`src/rtl/psion_fb_pkg.sv`:
```
// Shared framebuffer geometry, write-entry type and address helper
// for the Psion LCD framebuffer arbiter.
package psion_fb_pkg;

  localparam int FB_COLS   = 64;
  localparam int FB_ROWS   = 240;
  localparam int FB_ADDR_W = 14;
  localparam int X_W       = 6;
  localparam int Y_W       = FB_ADDR_W - X_W;

  typedef struct packed {
    logic [FB_ADDR_W-1:0] addr;
    logic [7:0]           data;
  } fb_wr_t;

  function automatic logic [FB_ADDR_W-1:0] fb_addr(
    input logic [X_W-1:0] x,
    input logic [Y_W-1:0] y
  );
    return {y, x};
  endfunction

endpackage

```
`src/rtl/fb_write_fifo.sv`:
```
// Synchronous write FIFO of framebuffer entries with a
// first-word-fall-through head; pushes and pops are self-guarding.
module fb_write_fifo
  import psion_fb_pkg::*;
#(
  parameter  int DEPTH = 4,
  localparam int PTR_W = $clog2(DEPTH),
  localparam int CNT_W = $clog2(DEPTH) + 1
) (
  input  logic             clk,
  input  logic             reset,
  input  logic             push,
  input  fb_wr_t           push_data,
  input  logic             pop,
  output fb_wr_t           head,
  output logic             empty,
  output logic [CNT_W-1:0] count
);

  fb_wr_t           mem [DEPTH];
  logic [PTR_W-1:0] wptr;
  logic [PTR_W-1:0] rptr;
  logic             full;
  logic             do_push;
  logic             do_pop;

  assign full    = (count == CNT_W'(DEPTH));
  assign empty   = (count == '0);
  assign do_push = push && !full;
  assign do_pop  = pop && !empty;
  assign head    = mem[rptr];

  always_ff @(posedge clk) begin
    if (reset) begin
      wptr  <= '0;
      rptr  <= '0;
      count <= '0;
    end else begin
      if (do_push) wptr <= wptr + 1'b1;
      if (do_pop)  rptr <= rptr + 1'b1;
      if (do_push && !do_pop)
        count <= count + 1'b1;
      else if (do_pop && !do_push)
        count <= count - 1'b1;
    end
  end

  // Storage needs no reset; occupancy is tracked by count alone.
  always_ff @(posedge clk) begin
    if (do_push) mem[wptr] <= push_data;
  end

endmodule

```
`src/rtl/psion_fb_arbiter.sv`:
```
// Single-port framebuffer arbiter: LCD reads win, host bytes are
// raster-addressed, queued, and written in idle RAM cycles.
module psion_fb_arbiter
  import psion_fb_pkg::*;
#(
  parameter  int COLS       = FB_COLS,
  parameter  int ROWS       = FB_ROWS,
  parameter  int ADDR_W     = FB_ADDR_W,
  parameter  int FIFO_DEPTH = 4,
  localparam int CNT_W      = $clog2(FIFO_DEPTH) + 1
) (
  input  logic              clk,
  input  logic              reset,
  input  logic              rd_req,
  input  logic [ADDR_W-1:0] rd_addr,
  output logic [7:0]        rd_data,
  output logic              rd_valid,
  input  logic              wr_valid,
  input  logic [7:0]        wr_data,
  output logic              wr_ready,
  input  logic              wr_home,
  output logic              frame_done,
  output logic [ADDR_W-1:0] ram_addr,
  output logic              ram_we,
  output logic [7:0]        ram_wdata,
  input  logic [7:0]        ram_rdata
);

  logic [X_W-1:0]   cur_x;
  logic [Y_W-1:0]   cur_y;
  logic             x_last;
  logic             y_last;
  logic             accept;
  logic             pop;
  logic             fifo_empty;
  logic [CNT_W-1:0] fifo_count;
  fb_wr_t           push_data;
  fb_wr_t           head;
  logic [1:0]       rd_pipe;

  assign wr_ready = !reset && (fifo_count < CNT_W'(FIFO_DEPTH));
  assign accept   = wr_valid && wr_ready;
  assign x_last   = (cur_x == X_W'(COLS - 1));
  assign y_last   = (cur_y == Y_W'(ROWS - 1));
  assign pop      = !rd_req && !fifo_empty;

  assign push_data.addr = wr_home ? '0 : fb_addr(cur_x, cur_y);
  assign push_data.data = wr_data;

  fb_write_fifo #(
    .DEPTH(FIFO_DEPTH)
  ) u_fifo (
    .clk       (clk),
    .reset     (reset),
    .push      (accept),
    .push_data (push_data),
    .pop       (pop),
    .head      (head),
    .empty     (fifo_empty),
    .count     (fifo_count)
  );

  // A homed byte takes address 0, so the cursor resumes at (1,0).
  always_ff @(posedge clk) begin
    if (reset) begin
      cur_x      <= '0;
      cur_y      <= '0;
      frame_done <= 1'b0;
    end else begin
      frame_done <= accept && !wr_home && x_last && y_last;
      if (wr_home) begin
        cur_x <= accept ? X_W'(1) : '0;
        cur_y <= '0;
      end else if (accept) begin
        if (x_last) begin
          cur_x <= '0;
          cur_y <= y_last ? '0 : cur_y + 1'b1;
        end else begin
          cur_x <= cur_x + 1'b1;
        end
      end
    end
  end

  always_ff @(posedge clk) begin
    if (reset) begin
      ram_addr  <= '0;
      ram_we    <= 1'b0;
      ram_wdata <= '0;
      rd_pipe   <= '0;
      rd_valid  <= 1'b0;
      rd_data   <= '0;
    end else begin
      rd_pipe  <= {rd_pipe[0], rd_req};
      rd_valid <= rd_pipe[1];
      if (rd_pipe[1]) rd_data <= ram_rdata;
      if (rd_req) begin
        ram_addr <= rd_addr;
        ram_we   <= 1'b0;
      end else if (!fifo_empty) begin
        ram_addr  <= head.addr;
        ram_wdata <= head.data;
        ram_we    <= 1'b1;
      end else begin
        ram_we <= 1'b0;
      end
    end
  end

endmodule
```
`config.mk`:
```
export PLATFORM = sky130hd
export DESIGN_NAME = psion_fb_arbiter
export DESIGN_NICKNAME = d
export VERILOG_FILES = /design/src/rtl/psion_fb_pkg.sv /design/src/rtl/fb_write_fifo.sv /design/src/rtl/psion_fb_arbiter.sv
export SDC_FILE = /design/constraint.sdc
export NUM_CORES = 1
export LEC_CHECK = 0
export CORE_MARGIN = 5
export CORE_UTILIZATION = 35
export DETAILED_ROUTE_END_ITERATION = 12
export GPL_TIMING_DRIVEN = 0
export SLEW_MARGIN = 40
export SYNTH_ARGS = -nofsm -noshare
export SYNTH_HDL_FRONTEND = slang
export SYNTH_SLANG_ARGS = --single-unit
```
`constraint.sdc`:
```
create_clock -name clk -period 2.85 [get_ports clk]
set_clock_uncertainty 0.2 [all_clocks]
set_input_delay 0.4275 -clock clk [delete_from_list [all_inputs] [get_ports clk]]
set_output_delay 0.4275 -clock clk [all_outputs]
set_load 0.02 [all_outputs]
```
==> flow_summary.toml, run 1 <==
[global_routing]
antenna_found_initial = 0
grt_pass1_wl_mm = 18.9
grt_max_degree = 23
grt_usage = 0.135
grt_pass1_vias = 3483
grt_remaining_overflow = 0

[floorplan]
initial_core_util = 0.356
ios = 69
fp.dieH_um = 137
coreArea_sq_mm = 0.0159
die-area_sq_mm = 0.0188
chipWidth_um = 137
rows = 46

[pwr]
power.switching_mw = 1.68
p_leak_nw = 2.51
combPwrFrac = 0.212
p_per_area_mw_per_mm2 = 894
power.share.clock = 0.392
swShare = 0.258
p_seq_frac = 0.396
intPower_mw = 4.84
ir_drop_v = 0.000491

[clock_tree]
cts.sinks = 146
postCtsSetupRepairBufs = 0
clk_latency_ns = 0.42
htreeDepth = 4
clk_pin_slew_ns = 0.06
cts_inserted_buffers = 17
cts_tree = "yes"
clock-root-buffer = "clkbuf_16"
clockBufferDepth = 2

[setup_path]
start_kind = "flip-flop"
cp_data_arrival_time_ns = 2.77
rrSetupSlack_ns = 0.22
worstRegToRegCells = 10
cp.buffers_inverters = 3
path_max_fanout = 10
critPathMaxStageDelay_ns = 0.38
reg2reg_from = "u_fifo.count[2]"
cp.depth = 10
critical-path-top-delay-family = "simple AND/OR/NAND/NOR gates"
crit_chain = "nor2_1 -> nand2_1 -> inv_1 -> clkbuf_4 -> ha_1 -> inv_1 -> fa_1 -> xor2_1 -> or3_1 -> a21oi_1"
crit_path_end_kind = "flip-flop"
rr_endpoint = "u_fifo.count[2]"
critPathRequiredTime_ns = 2.99
crit_path_top_delay_cell = "dfxtp_1"
crit_type = "reg2reg"
path_common_cell = "inv_1"

[placed_design]
io_buffers = 66
detailed_place_hpwl_mm = 7.99
gp_congestion = 0.773
dp.cells = 667

[drt]
viasPerCell = 4.76
dr.pass1.iters = 4
drc = 0
drtIter0Drc = 176
routed_wl_mm = 11.8
num_vias = 3330
routedWlPerCell_um = 16.9
postRouteAntennaNets = 0

[yosys]
syn_nets = 428
avgSynthCellArea_sq_um = 14.7
synthesis.area_sq_mm = 0.00566
synth_cell_type_count = 41
syn_inst = 385
ys_warn_count = 0
ys_seq_elements = 146
yosysSeqAreaShare = 0.672

[timing]
rsz0062_at_grt = "no"
timing.final.crit_share = 0.921
layout_min_cycle_time_ns = 2.63
hold_violations = 0
whs_ns = 0.0532
finalSetupTns_ns = 0
slew_headroom = 0.524
slew_viol_final = 0
fmax_ghz = 0.381
setup_violations = 0
tightest_slew_ns = 0.713

[cells_and_area]
layout-area-overhead-vs-synth_pct = 28.9
diodes = 0
layout.nets = 513
nFillCells = 1436
fin_cells = 699
drive_above_1_share = 0.147

[job]
max_cap_viol_count = 0

[worst_hold_path]
hold_path.class = "in2reg"
worstHoldStart = "reset"
min_to = "rd_pipe[1]"
worstHoldPathCells = 2

[outcome]
status = "complete, no violations"
placed cells by master, fill, tap and decap left out, drive strengths merged, types with 4 or more instances in the layout:
cell / n
o21ai: 4
nor2b: 16
and2: 5
mux4: 22
a211oi: 15
clkbuf: 32
bufinv: 6
ha: 7
a21oi: 15
clkdlybuf4s50: 66
inv: 5
mux2i: 24
nand2: 26
xor2: 9
nor2: 40
edfxtp: 88
dfxtp: 58
nand3: 4
buf: 10
worst max path at each step:
stage                               start          endpoint  slack (ns)
final                     u_fifo.count[2]   u_fifo.count[2]        0.22
after global routing      u_fifo.count[2]   u_fifo.count[2]       0.009
after CTS                 u_fifo.count[2]   u_fifo.count[2]        0.08
after detailed placement           rd_req   u_fifo.count[2]       -0.18
after global placement           wr_valid  u_fifo.mem[3][4]       -0.28
after floorplan                     reset   u_fifo.count[2]        0.06
kinds of logic after synthesis:
kind of cell / Yosys count / synth area share
multiplexers: 46 / 0.130
buffers and inverters: 25 / 0.0203
AO/OA/AOI/OAI: 40 / 0.0457
AND/OR/NAND/NOR: 108 / 0.0948
XOR/XNOR: 12 / 0.0186
adder cells (fa/ha/maj): 8 / 0.0190
flip-flops: 146 / 0.672
flip-flops by register name, summed over array words and instances, names as in the netlist, 3 cells and up, named ones only:
signal and cells:
u_fifo.mem 88, ram_addr 14, cur_y 8, ram_wdata 8
rd_data 8, cur_x 6, u_fifo.count 3
routing by layer:
| metal | vias to the layer above | share of wire | global-route usage |
|---|---|---|---|
| met1 | 1658 | 0.43 | 0.162 |
| met2 | 65 | 0.51 | 0.231 |
| li1 | 1595 | - | - |
| met4 | 0 | 0.014 | 0.0499 |
| met3 | 12 | 0.043 | 0.0391 |
| met5 | - | 0 | 0 |
cell type report:
type | instances | area [sq um] | share of cell area
buffer | 19 | 95.1 | 0.0130
clock buffer | 23 | 488 | 0.0668
clock inverter | 9 | 200 | 0.0274
inverter | 6 | 23.8 | 0.00326
multi-input combinational | 214 | 1760 | 0.241
sequential | 146 | 3800 | 0.521
tap | 216 | 270 | 0.0370
timing repair buffer | 66 | 661 | 0.0905
metrics by stage:
stage	worst slack [ns]	area (sq um)	util	total power, mW
3_5_place_dp	-0.176	6600	0.415	4.02
4_1_cts	0.0825	7290	0.459	6.59
2_1_floorplan	0.0574	5660	-	3.50
6_report	0.225	7300	0.460	6.53
3_3_place_gp	-0.284	6590	0.415	3.99
5_1_grt	0.00933	7300	0.460	6.83
cells in the mapped netlist:
master    count  area share
xnor2_1       3      0.0046
o21bai_2      1      0.0020
o31ai_1       2      0.0027
clkbuf_1      8      0.0053
edfxtp_1     88        0.47
inv_1         5      0.0033
nor2_1       39       0.026
a41oi_1       1      0.0015
or3_1         3      0.0033
nand3_1       3      0.0027
or4_1         1      0.0013
or2_2         1      0.0011
mux4_2       22       0.087
and4_1        1      0.0015
a211oi_1     15       0.020
and3_1        2      0.0022
fa_1          1      0.0035
nand2b_1      1      0.0011
or4b_1        1      0.0018
o21ai_0       4      0.0035
nand3_4       1      0.0031
a21boi_0      1      0.0013
buf_2         5      0.0044
nor3_1        2      0.0018
nor2b_1      16       0.018
dfxtp_1      58        0.21
ha_1          7       0.015
buf_6         1      0.0020
nor2_2        1      0.0011
xor2_1        9       0.014
buf_4         2      0.0027
nand2_1      26       0.017
buf_1         3      0.0020
and2_1        5      0.0055
and4bb_4      1      0.0029
a21oi_1      15       0.013
mux2i_1      24       0.042
clkinv_1      1     0.00066
nor3b_1       1      0.0013
nand4_1       3      0.0033
o41ai_1       1      0.0015
power groups by stage:
| stage | combinational [mW] | sequential [mW] | clock (mW) |
|---|---|---|---|
| floorplan | 0.781 | 2.72 | 0 |
| global placement | 1.37 | 2.62 | 0 |
| detailed placement | 1.39 | 2.63 | 0 |
| CTS | 1.40 | 2.59 | 2.60 |
| global route | 1.52 | 2.61 | 2.71 |
| finish | 1.38 | 2.59 | 2.56 |
worst reg2reg max path: cells and delay by family, from the launching register on:
| kind | cells | cell delay [ns] |
|---|---|---|
| buffers and inverters | 3 | 0.48 |
| DFF | 1 | 0.38 |
| adders and majority gates | 2 | 0.57 |
| AOI/OAI and AO/OA | 1 | 0.13 |
| and+or+nand+nor | 3 | 0.63 |
| xor gates and xnor gates | 1 | 0.16 |
what timing repair did:
item,CTS,global route
hold buffers,0,0
endpoints found under the setup margin,2,2
gates cloned,0,0
gates resized for setup,1,3
No activity file was read; power rests on OpenSTA's default activity.
==> run 2: changes to the inputs <==
--- a/config.mk
+++ b/config.mk
@@ -13,3 +13,4 @@
 export SYNTH_ARGS = -nofsm -noshare
 export SYNTH_HDL_FRONTEND = slang
 export SYNTH_SLANG_ARGS = --single-unit
+export TNS_END_PERCENT = 30
==> results of run 2 <==
The final DEF is identical to that of run 1; final timing and power are the same.
==> run 3: changes to the inputs <==
--- a/config.mk
+++ b/config.mk
@@ -5,7 +5,7 @@
 export SDC_FILE = /design/constraint.sdc
 export NUM_CORES = 1
 export LEC_CHECK = 0
-export CORE_MARGIN = 5
+export CORE_MARGIN = 4
 export CORE_UTILIZATION = 35
 export DETAILED_ROUTE_END_ITERATION = 12
 export GPL_TIMING_DRIVEN = 0
==> run 3 against run 2 <==
  * Cell area down 1.2%
  * Count of clock-buffer cells in the layout down 1
  * Maximum frequency down 0.34%
  * Non-clock buffer count unchanged
  * First-iteration DRC count down 16%
  * Clock power down 13%
  * Total power down 4.9%
  * Worst hold slack worse by 0.019 ns
  * Routed wire length down 1.4%
  * Die area down 2.9%
  * Combinational power about the same
==> flow_summary.toml, run 3 (synthesized netlist as in run 1, its figures left out) <==
[drt]
drtIter0Drc = 148
drc = 0
routed_wl_mm = 11.6
routedWlPerCell_um = 16.6
viasPerCell = 4.75
postRouteAntennaNets = 0
dr.pass1.iters = 4
num_vias = 3322

[global_routing]
grt_max_degree = 23
grt_remaining_overflow = 0
grt_pass1_vias = 3354
grt_pass1_wl_mm = 17.9
grt_usage = 0.131
antenna_found_initial = 0

[setup_path]
critPathRequiredTime_ns = 3.00
crit_path_end_kind = "flip-flop"
path_common_cell = "inv_1"
rrSetupSlack_ns = 0.22
worstSetupStartpoint = "u_fifo.count[2]"
crit_chain = "nor2_2 -> nand2_1 -> inv_1 -> clkbuf_4 -> ha_1 -> inv_1 -> fa_1 -> xor2_1 -> or3_1 -> a21oi_1"
critPathMaxStageDelay_ns = 0.38
critical-path-top-delay-family = "simple AND/OR/NAND/NOR gates"
start_kind = "flip-flop"
path_max_fanout = 10
cp.buffers_inverters = 3
cp_data_arrival_time_ns = 2.79
crit_type = "reg2reg"
crit_path_top_delay_cell = "dfxtp_1"
reg2reg_from = "u_fifo.count[2]"

[floorplan]
die-area_sq_mm = 0.0183
initial_core_util = 0.356
chipWidth_um = 135
fp.dieH_um = 135
ios = 69
rows = 46
coreArea_sq_mm = 0.0159

[cells_and_area]
fin_cells = 699
reg.largest.list = "u_fifo.mem x88, ram_addr x14"
fin_util = 0.454
final_common_cell = "edfxtp_1"
drive_above_1_share = 0.145
largest_reg_flops = 88
largest_register = "u_fifo.mem"
nFillCells = 1420
diodes = 0
layout-area-overhead-vs-synth_pct = 27.3
layout.nets = 513
final_cell_mix = "edfxtp_1, clkdlybuf4s50_1, dfxtp_1"

[timing]
fmax_ghz = 0.380
layout_min_cycle_time_ns = 2.63
tightest_slew_ns = 0.761
whs_ns = 0.0342
setup_violations = 0
slew_headroom = 0.492
timing.final.crit_share = 0.924
slew_viol_final = 0
hold_violations = 0
rsz0062_at_grt = "no"

[clock_tree]
cts_inserted_buffers = 17
htreeDepth = 4
cts_tree = "yes"
postCtsSetupRepairBufs = 0
clockBufferDepth = 2
clock-root-buffer = "clkbuf_16"
clk_pin_slew_ns = 0.06
cts.sinks = 146
postCtsHoldBufs = 0
clk_latency_ns = 0.42

[placed_design]
io_buffers = 66
dp.cells = 667
detailed_place_hpwl_mm = 7.94
gp_congestion = 0.785

[outcome]
status = "complete, no violations"

[job]
max_cap_viol_count = 0

[worst_hold_path]
worstHoldStart = "reset"
hold_path.class = "in2reg"

[pwr]
p_leak_nw = 2.48
ir_drop_v = 0.000598
p_per_area_mw_per_mm2 = 861
-- run 3: cell types whose count changed in the layout (fill, tap and decap cells not counted) --
cell,delta
bufinv_16,-3
clkbuf_1,+1
clkbuf_8,-2
clkinv_4,+1
clkinv_1,+1
nor2_1,-1
clkinv_2,+3
nor2_2,+1
inv_6,+1
clkinvlp_4,-2
-- run 3: worst paths after layout --
path | to | cells past startpoint
max | u_fifo.count[2] | 10
min reg2reg | rd_pipe[1] | 1
min | rd_valid | 2
max reg2reg | u_fifo.count[2] | 10
-- run 3: power by group --
group	internal [mW]	leakage, nW	switching (mW)
clock network	1.42	0.296	0.814
logic	0.654	0.890	0.730
registers	2.46	1.29	0.135
-- run 3: routing by layer --
layer | GRT usage | share of wire
met1 | 0.155 | 0.42
met5 | 0 | 0
met2 | 0.225 | 0.51
met4 | 0.0493 | 0.019
met3 | 0.0394 | 0.058
-- run 3: area by class of cell --
class | instances | area (sq um) | share of cell area
Buffer | 19 | 95.1 | 0.0132
Clock buffer | 22 | 464 | 0.0644
Clock inverter | 10 | 131 | 0.0182
Tap cell | 216 | 270 | 0.0375
Inverter | 6 | 23.8 | 0.00330
Timing Repair Buffer | 66 | 661 | 0.0916
Multi-Input combinational cell | 214 | 1760 | 0.244
Sequential cell | 146 | 3800 | 0.528
-- run 3: worst register-to-register path, delay by kind of cell, from the launching register on --
family	cells	cell delay (ns)
AO/OA/AOI/OAI	1	0.13
XOR/XNOR	1	0.16
buffers and inverters	3	0.48
AND/OR/NAND/NOR	3	0.63
flip-flops	1	0.38
adder cells (fa/ha/maj)	2	0.57
-- run 3: stage by stage --
| step | setup WS (ns) | area, sq um | setup TNS (ns) | power [mW] |
|---|---|---|---|---|
| 2_1_floorplan | 0.0574 | 5660 | 0 | 3.50 |
| 3_3_place_gp | -0.264 | 6590 | -23.00 | 3.99 |
| 3_5_place_dp | -0.186 | 6600 | -0.302 | 4.03 |
| 4_1_cts | 0.107 | 7200 | 0 | 6.25 |
| 5_1_grt | 0.00200 | 7210 | 0 | 6.49 |
| 6_report | 0.216 | 7210 | 0 | 6.21 |
-- run 3: what timing repair did --
item	CTS	global route
setup endpoints to repair	2	1
cloned	0	0
pin swaps	0	0
resized for setup	1	4
==> edit 1 (config.mk and constraints of run 3) <==
Set the package constant `FB_ADDR_W` to 13 (it was 14).
--- a/src/rtl/psion_fb_pkg.sv
+++ b/src/rtl/psion_fb_pkg.sv
@@ -6,3 +6,3 @@
   localparam int FB_ROWS   = 240;
-  localparam int FB_ADDR_W = 14;
+  localparam int FB_ADDR_W = 13;
   localparam int X_W       = 6;
Interface: changed (resized ram_addr and rd_addr); port bits go from 69 to 67. No check against the original RTL was run, so the function may have changed too.
==> edit 1 against run 3 <==
- total power decreased by 6.1%
- count of clock-buffer cells in the layout decreased by 5
- sequential cell count decreased by 6
- highest routed layer unchanged
- combinational power decreased by 4%
- setup slack got worse by 57 ps
- largest cell class unchanged
- clock power decreased by 9.4%
- critical path type is now input pin to flip-flop
- routed wire length decreased by 8.2%
- via count decreased by 3.6%
- first-iteration DRC count increased by 20%
- cell area decreased by 4.9%
- area after synthesis decreased by 4.6%
==> edit 1: results (changes against run 3) <==
status=finished clean; cts bufs inserted=17 (unchanged); CTS max path bufs=2 (unchanged); Distinct cells, synth=36 (-12%); antenna violations before repair=0 (unchanged); GP Congestion=0.7686 (-2.1%); Metal-1 WL=4.813 mm (-0.21%); Peak VDD IR=0.4742 mV (-21%); drt pass-1 iters=4 (unchanged); vias in the first global route=3334 (-0.60%); H-tree Lvls=4 (unchanged); Clock Latency Late Sink=410 ps; DP HPWL=7.281 mm (-8.3%); Worst Setup SP=wr_valid; GRT Resource Usage Total=0.1257 (-0.004989); Iteration-0 DRC Markers=177 (+20%); top-area cell type share of the netlist area=0.4667 (about the same); number of synthesized flops with an enable pin=84 (-4.5%); count of warnings emitted by yosys=0 (unchanged); CTS Root Cell=clkbuf_16; Met2 Wirelength=5.297 mm (-10%); CP Max Fanout=10 (unchanged); syn_nets=411 (-4.0%); layout cells sized above 1=0.1567 (+0.01172); Worst Hold Class=input pin to flip-flop; sw frac=0.2825 (+0.01204); met3 WL=428 um (-36%); Worst-path clk slew=60 ps (about the same); worst slew pin tran=693.4 ps (-68.04 ps); Leak Pwr=0.002355 uW (-5.0%); worst hold start=reset; top post-synthesis cells by area=edfxtp_1 (47%), dfxtp_1 (21%), mux4_2 (8.8%), mux2i_1 (4.3%), nor2_1 (2.6%); synth cell count leaders=edfxtp_1 (84), dfxtp_1 (56), nor2_1 (38), mux2i_1 (23), nand2_1 (23); I/O Buffers=64 (-3.0%); Crit path arrival time=2820 ps (+30 ps); Async SR Flop Fraction=0 (unchanged); Seq/Total Area, Yosys=0.6741 (+0.002399); # diodes=0 (unchanged); post-layout net count=495 (-3.5%); reg2reg start=u_fifo.count[2]; largest registers=u_fifo.mem: 84 flops, ram_addr: 13 flops; first-pass GRT wire length=17.31 mm (-3.2%); pin count of the biggest net entering global routing=22 (-4.3%); Vias/cell=4.894 (+3.0%); top sig layer=met4; drt total wl=10.66 mm (-8.2%)
## edit 1: cell types whose count changed after synthesis, sizes merged, moves of 2 or more
cell	before	now
nand3	4	6
a311oi	0	2
a211oi	15	13
xor2	9	6
nand2	26	23
nor2b	16	14
edfxtp	88	84
o21ai	4	6
dfxtp	58	56
## edit 1: layer usage
metal / vias to the layer above / global-route usage
li1: 1538 / -
met1: 1595 / 0.1574
met2: 60 / 0.2084
met3: 8 / 0.03740
met4: 0 / 0.04388
met5: - / 0
## edit 1: critical path: stages
cell	delay, ps
clkdlybuf4s50_1	510
nor3b_4	210
buf_4	200
buf_2	210
ha_1	210
inv_1	60
fa_1	390
xor2_1	160
or3_1	300
a21oi_1	150
## edit 1: area by class of cell
| type | instances | area, sq um |
|---|---|---|
| plain buffers | 19 | 83.83 |
| clock buffers | 17 | 425.4 |
| clock inverters | 15 | 125.1 |
| fillers | 1283 | 8288 |
| inverters | 6 | 23.77 |
| multi-input cells | 204 | 1673 |
| flip-flops and latches | 140 | 3643 |
| well taps | 188 | 235.2 |
| repair buffers | 65 | 648.1 |
## edit 1: timing repair
item                       4_1_cts  5_1_grt
buffers inserted                 0        1
setup endpoints to repair        1        1
gates resized for setup          2        2
cloned                           0        0
## edit 1: worst paths after layout
kind	slack, ps	end	cells after the start
hold reg to reg	240	rd_pipe[1]	1
setup / recovery	160	u_fifo.count[2]	10
setup reg to reg	240	u_fifo.count[2]	9
hold / removal	140	rd_pipe[1]	2
## edit 1: per-stage QoR
step | hold slack, ps | cells | instance area, sq um | utilization | setup WS, ps
floorplan | 213.8 | 369 | 5405 | - | 205.0
detailed placement | 229.7 | 621 | 6286 | 0.4150 | -411.9
global route | 162.4 | 654 | 6858 | 0.4528 | 53.16
finish | 143.3 | 654 | 6858 | 0.4528 | 158.7
CTS | 133.0 | 653 | 6840 | 0.4516 | 59.42
global placement | 226.9 | 621 | 6281 | 0.4147 | -475.8
## edit 1: cell families after synthesis
logic type                 after synthesis  synth area share
and+or+nand+nor                        103           0.09537
DFF                                    140            0.6741
xor gates and xnor gates                10           0.01620
adders and majority gates                8           0.01991
buffers and inverters                   25           0.01921
AOI/OAI and AO/OA                       39           0.04514
muxes                                   44            0.1301
## edit 1: power by group through the flow
stage	combinational (uW)	sequential, uW	clock, uW
detailed placement	1330	2520	0
global placement	1300	2510	0
floorplan	754	2610	0
CTS	1340	2480	2060
finish	1320	2480	2020
global route	1450	2510	2150
==> edit 2 (config.mk and constraints of run 3) <==
Made on the original files. Reset style: asynchronous (`reset`), changed in 3 clocked blocks.
--- a/src/rtl/fb_write_fifo.sv
+++ b/src/rtl/fb_write_fifo.sv
@@ -32,3 +32,3 @@
 
-  always_ff @(posedge clk) begin
+  always_ff @(posedge clk or posedge reset) begin
     if (reset) begin
--- a/src/rtl/psion_fb_arbiter.sv
+++ b/src/rtl/psion_fb_arbiter.sv
@@ -63,3 +63,3 @@
   // A homed byte takes address 0, so the cursor resumes at (1,0).
-  always_ff @(posedge clk) begin
+  always_ff @(posedge clk or posedge reset) begin
     if (reset) begin
@@ -84,3 +84,3 @@
 
-  always_ff @(posedge clk) begin
+  always_ff @(posedge clk or posedge reset) begin
     if (reset) begin
Behaviour: differs if reset is asserted again (counterexample within 4 cycles, from zero or initial values and one cycle with reset high); with reset held inactive, the same outputs for 4 cycles.
==> edit 2 against run 3 <==
- routed wire length decreased by 3.9%
- area after synthesis grew 1.6%
- sequential power up 3%
- die area is 1.5% higher
- cell area increased by 2.1%
- total power increased by 6.8%
- largest power group unchanged
- hold slack better by 120 ps
- maximum frequency is 3.2% lower
- sequential cell count decreased by 2
- setup slack got worse by 87 ps
- synthesized cell count decreased by 3.6%
==> edit 2: results (changes against run 3) <==
comb_multi_in=202 (-5.6%); Crit path arrival time=2850 ps (+60 ps); Worst Setup EP=u_fifo.count[2]; Non-clk bufs=86 (+1.2%); Leak Pwr=0.002742 uW (+11%); non-clk buf share=0.1088 (+0.003982); syn_nets=414 (-3.3%); reg2reg start=u_fifo.count[2]; status=finished clean; pre-CTS setup slack=-240.1 ps (-54.07 ps); synth cell count leaders=edfxtp_1 (88), dfrtp_1 (56), nand2_1 (41), nor2_1 (37), mux4_2 (22); pin count of the biggest net entering global routing=40 (+74%); GRT Resource Usage Total=0.1303 (-0.0003149); fraction of area in multi-input gates=0.2160 (-0.02827); drt pass-1 iters=5 (+1); Worst Hold Class=flip-flop to flip-flop; vias in the first global route=3472 (+3.5%); Iteration-0 DRC Markers=177 (+20%); clkbuf count=18 (-18%); Hold Path Depth=0 (-2); Async SR Flop Fraction=0.3889 (+0.3889); layout cells sized above 1=0.1868 (+0.04191); post-layout net count=502 (-2.1%); Hold Path Sink=rd_pipe[1]; Worst Setup SP=reset; top post-synthesis cells by area=edfxtp_1 (46%), dfrtp_1 (24%), mux4_2 (8.6%), nand2_1 (2.7%), nor2_1 (2.4%); FF+latch count=144 (-1.4%); Register Area=4044 sq um (+6.3%)
==> edit 2: changes by cell type in the layout (fill, tap and decap cells not counted), sizes merged, moves of 14 or more <==
cell	delta
a211oi	-15
nand2	+16
dfrtp	+56
mux2i	-24
o22ai	+14
dfxtp	-58
==> edit 2: critical path, delay by kind of cell <==
family                     cells  cell delay [ps]
and+or+nand+nor                3              530
xor gates and xnor gates       2              300
adders and majority gates      2              630
buffers and inverters          4              940
==> edit 2: metrics by stage <==
stage	total power (uW)	instance area [sq um]	instances	hold WS [ps]	utilization
final	6629	7361	687	149.4	0.4600
after floorplan	3739	5752	371	131.2	-
after global routing	6971	7361	687	161.7	0.4600
after detailed placement	4370	6730	656	137.8	0.4206
after global placement	4322	6703	655	138.0	0.4189
after CTS	6712	7353	687	149.4	0.4596
==> edit 2: layer usage <==
layer,up-vias,part of all wire,GRT usage
met2,80,0.50,0.2146
met3,13,0.049,0.03368
li1,1544,-,-
met4,0,0.017,0.05487
met1,1640,0.44,0.1637
met5,-,0,0
==> edit 2: what timing repair did <==
item / 4_1_cts / 5_1_grt
buffers inserted: 0 / 0
hold endpoints to repair: 0 / 0
endpoints found under the setup margin: 0 / 1
resized for setup: 0 / 2
==> edit 2: logic make-up after synthesis <==
| logic type | Yosys count | synth area share |
|---|---|---|
| buffers and inverters | 25 | 0.02219 |
| AO/OA/AOI/OAI | 34 | 0.03894 |
| adder cells (fa/ha/maj) | 8 | 0.01871 |
| flip-flops | 144 | 0.7031 |
| XOR/XNOR | 9 | 0.01370 |
| AND/OR/NAND/NOR | 120 | 0.09963 |
| multiplexers | 31 | 0.1038 |
==> edit 2: report_power, final <==
part / internal [uW] / switching, uW / leakage [uW]
Sequential: 2510 / 158 / 0.00150
Combinational: 808 / 821 / 0.000936
Clock: 1540 / 794 / 0.000304
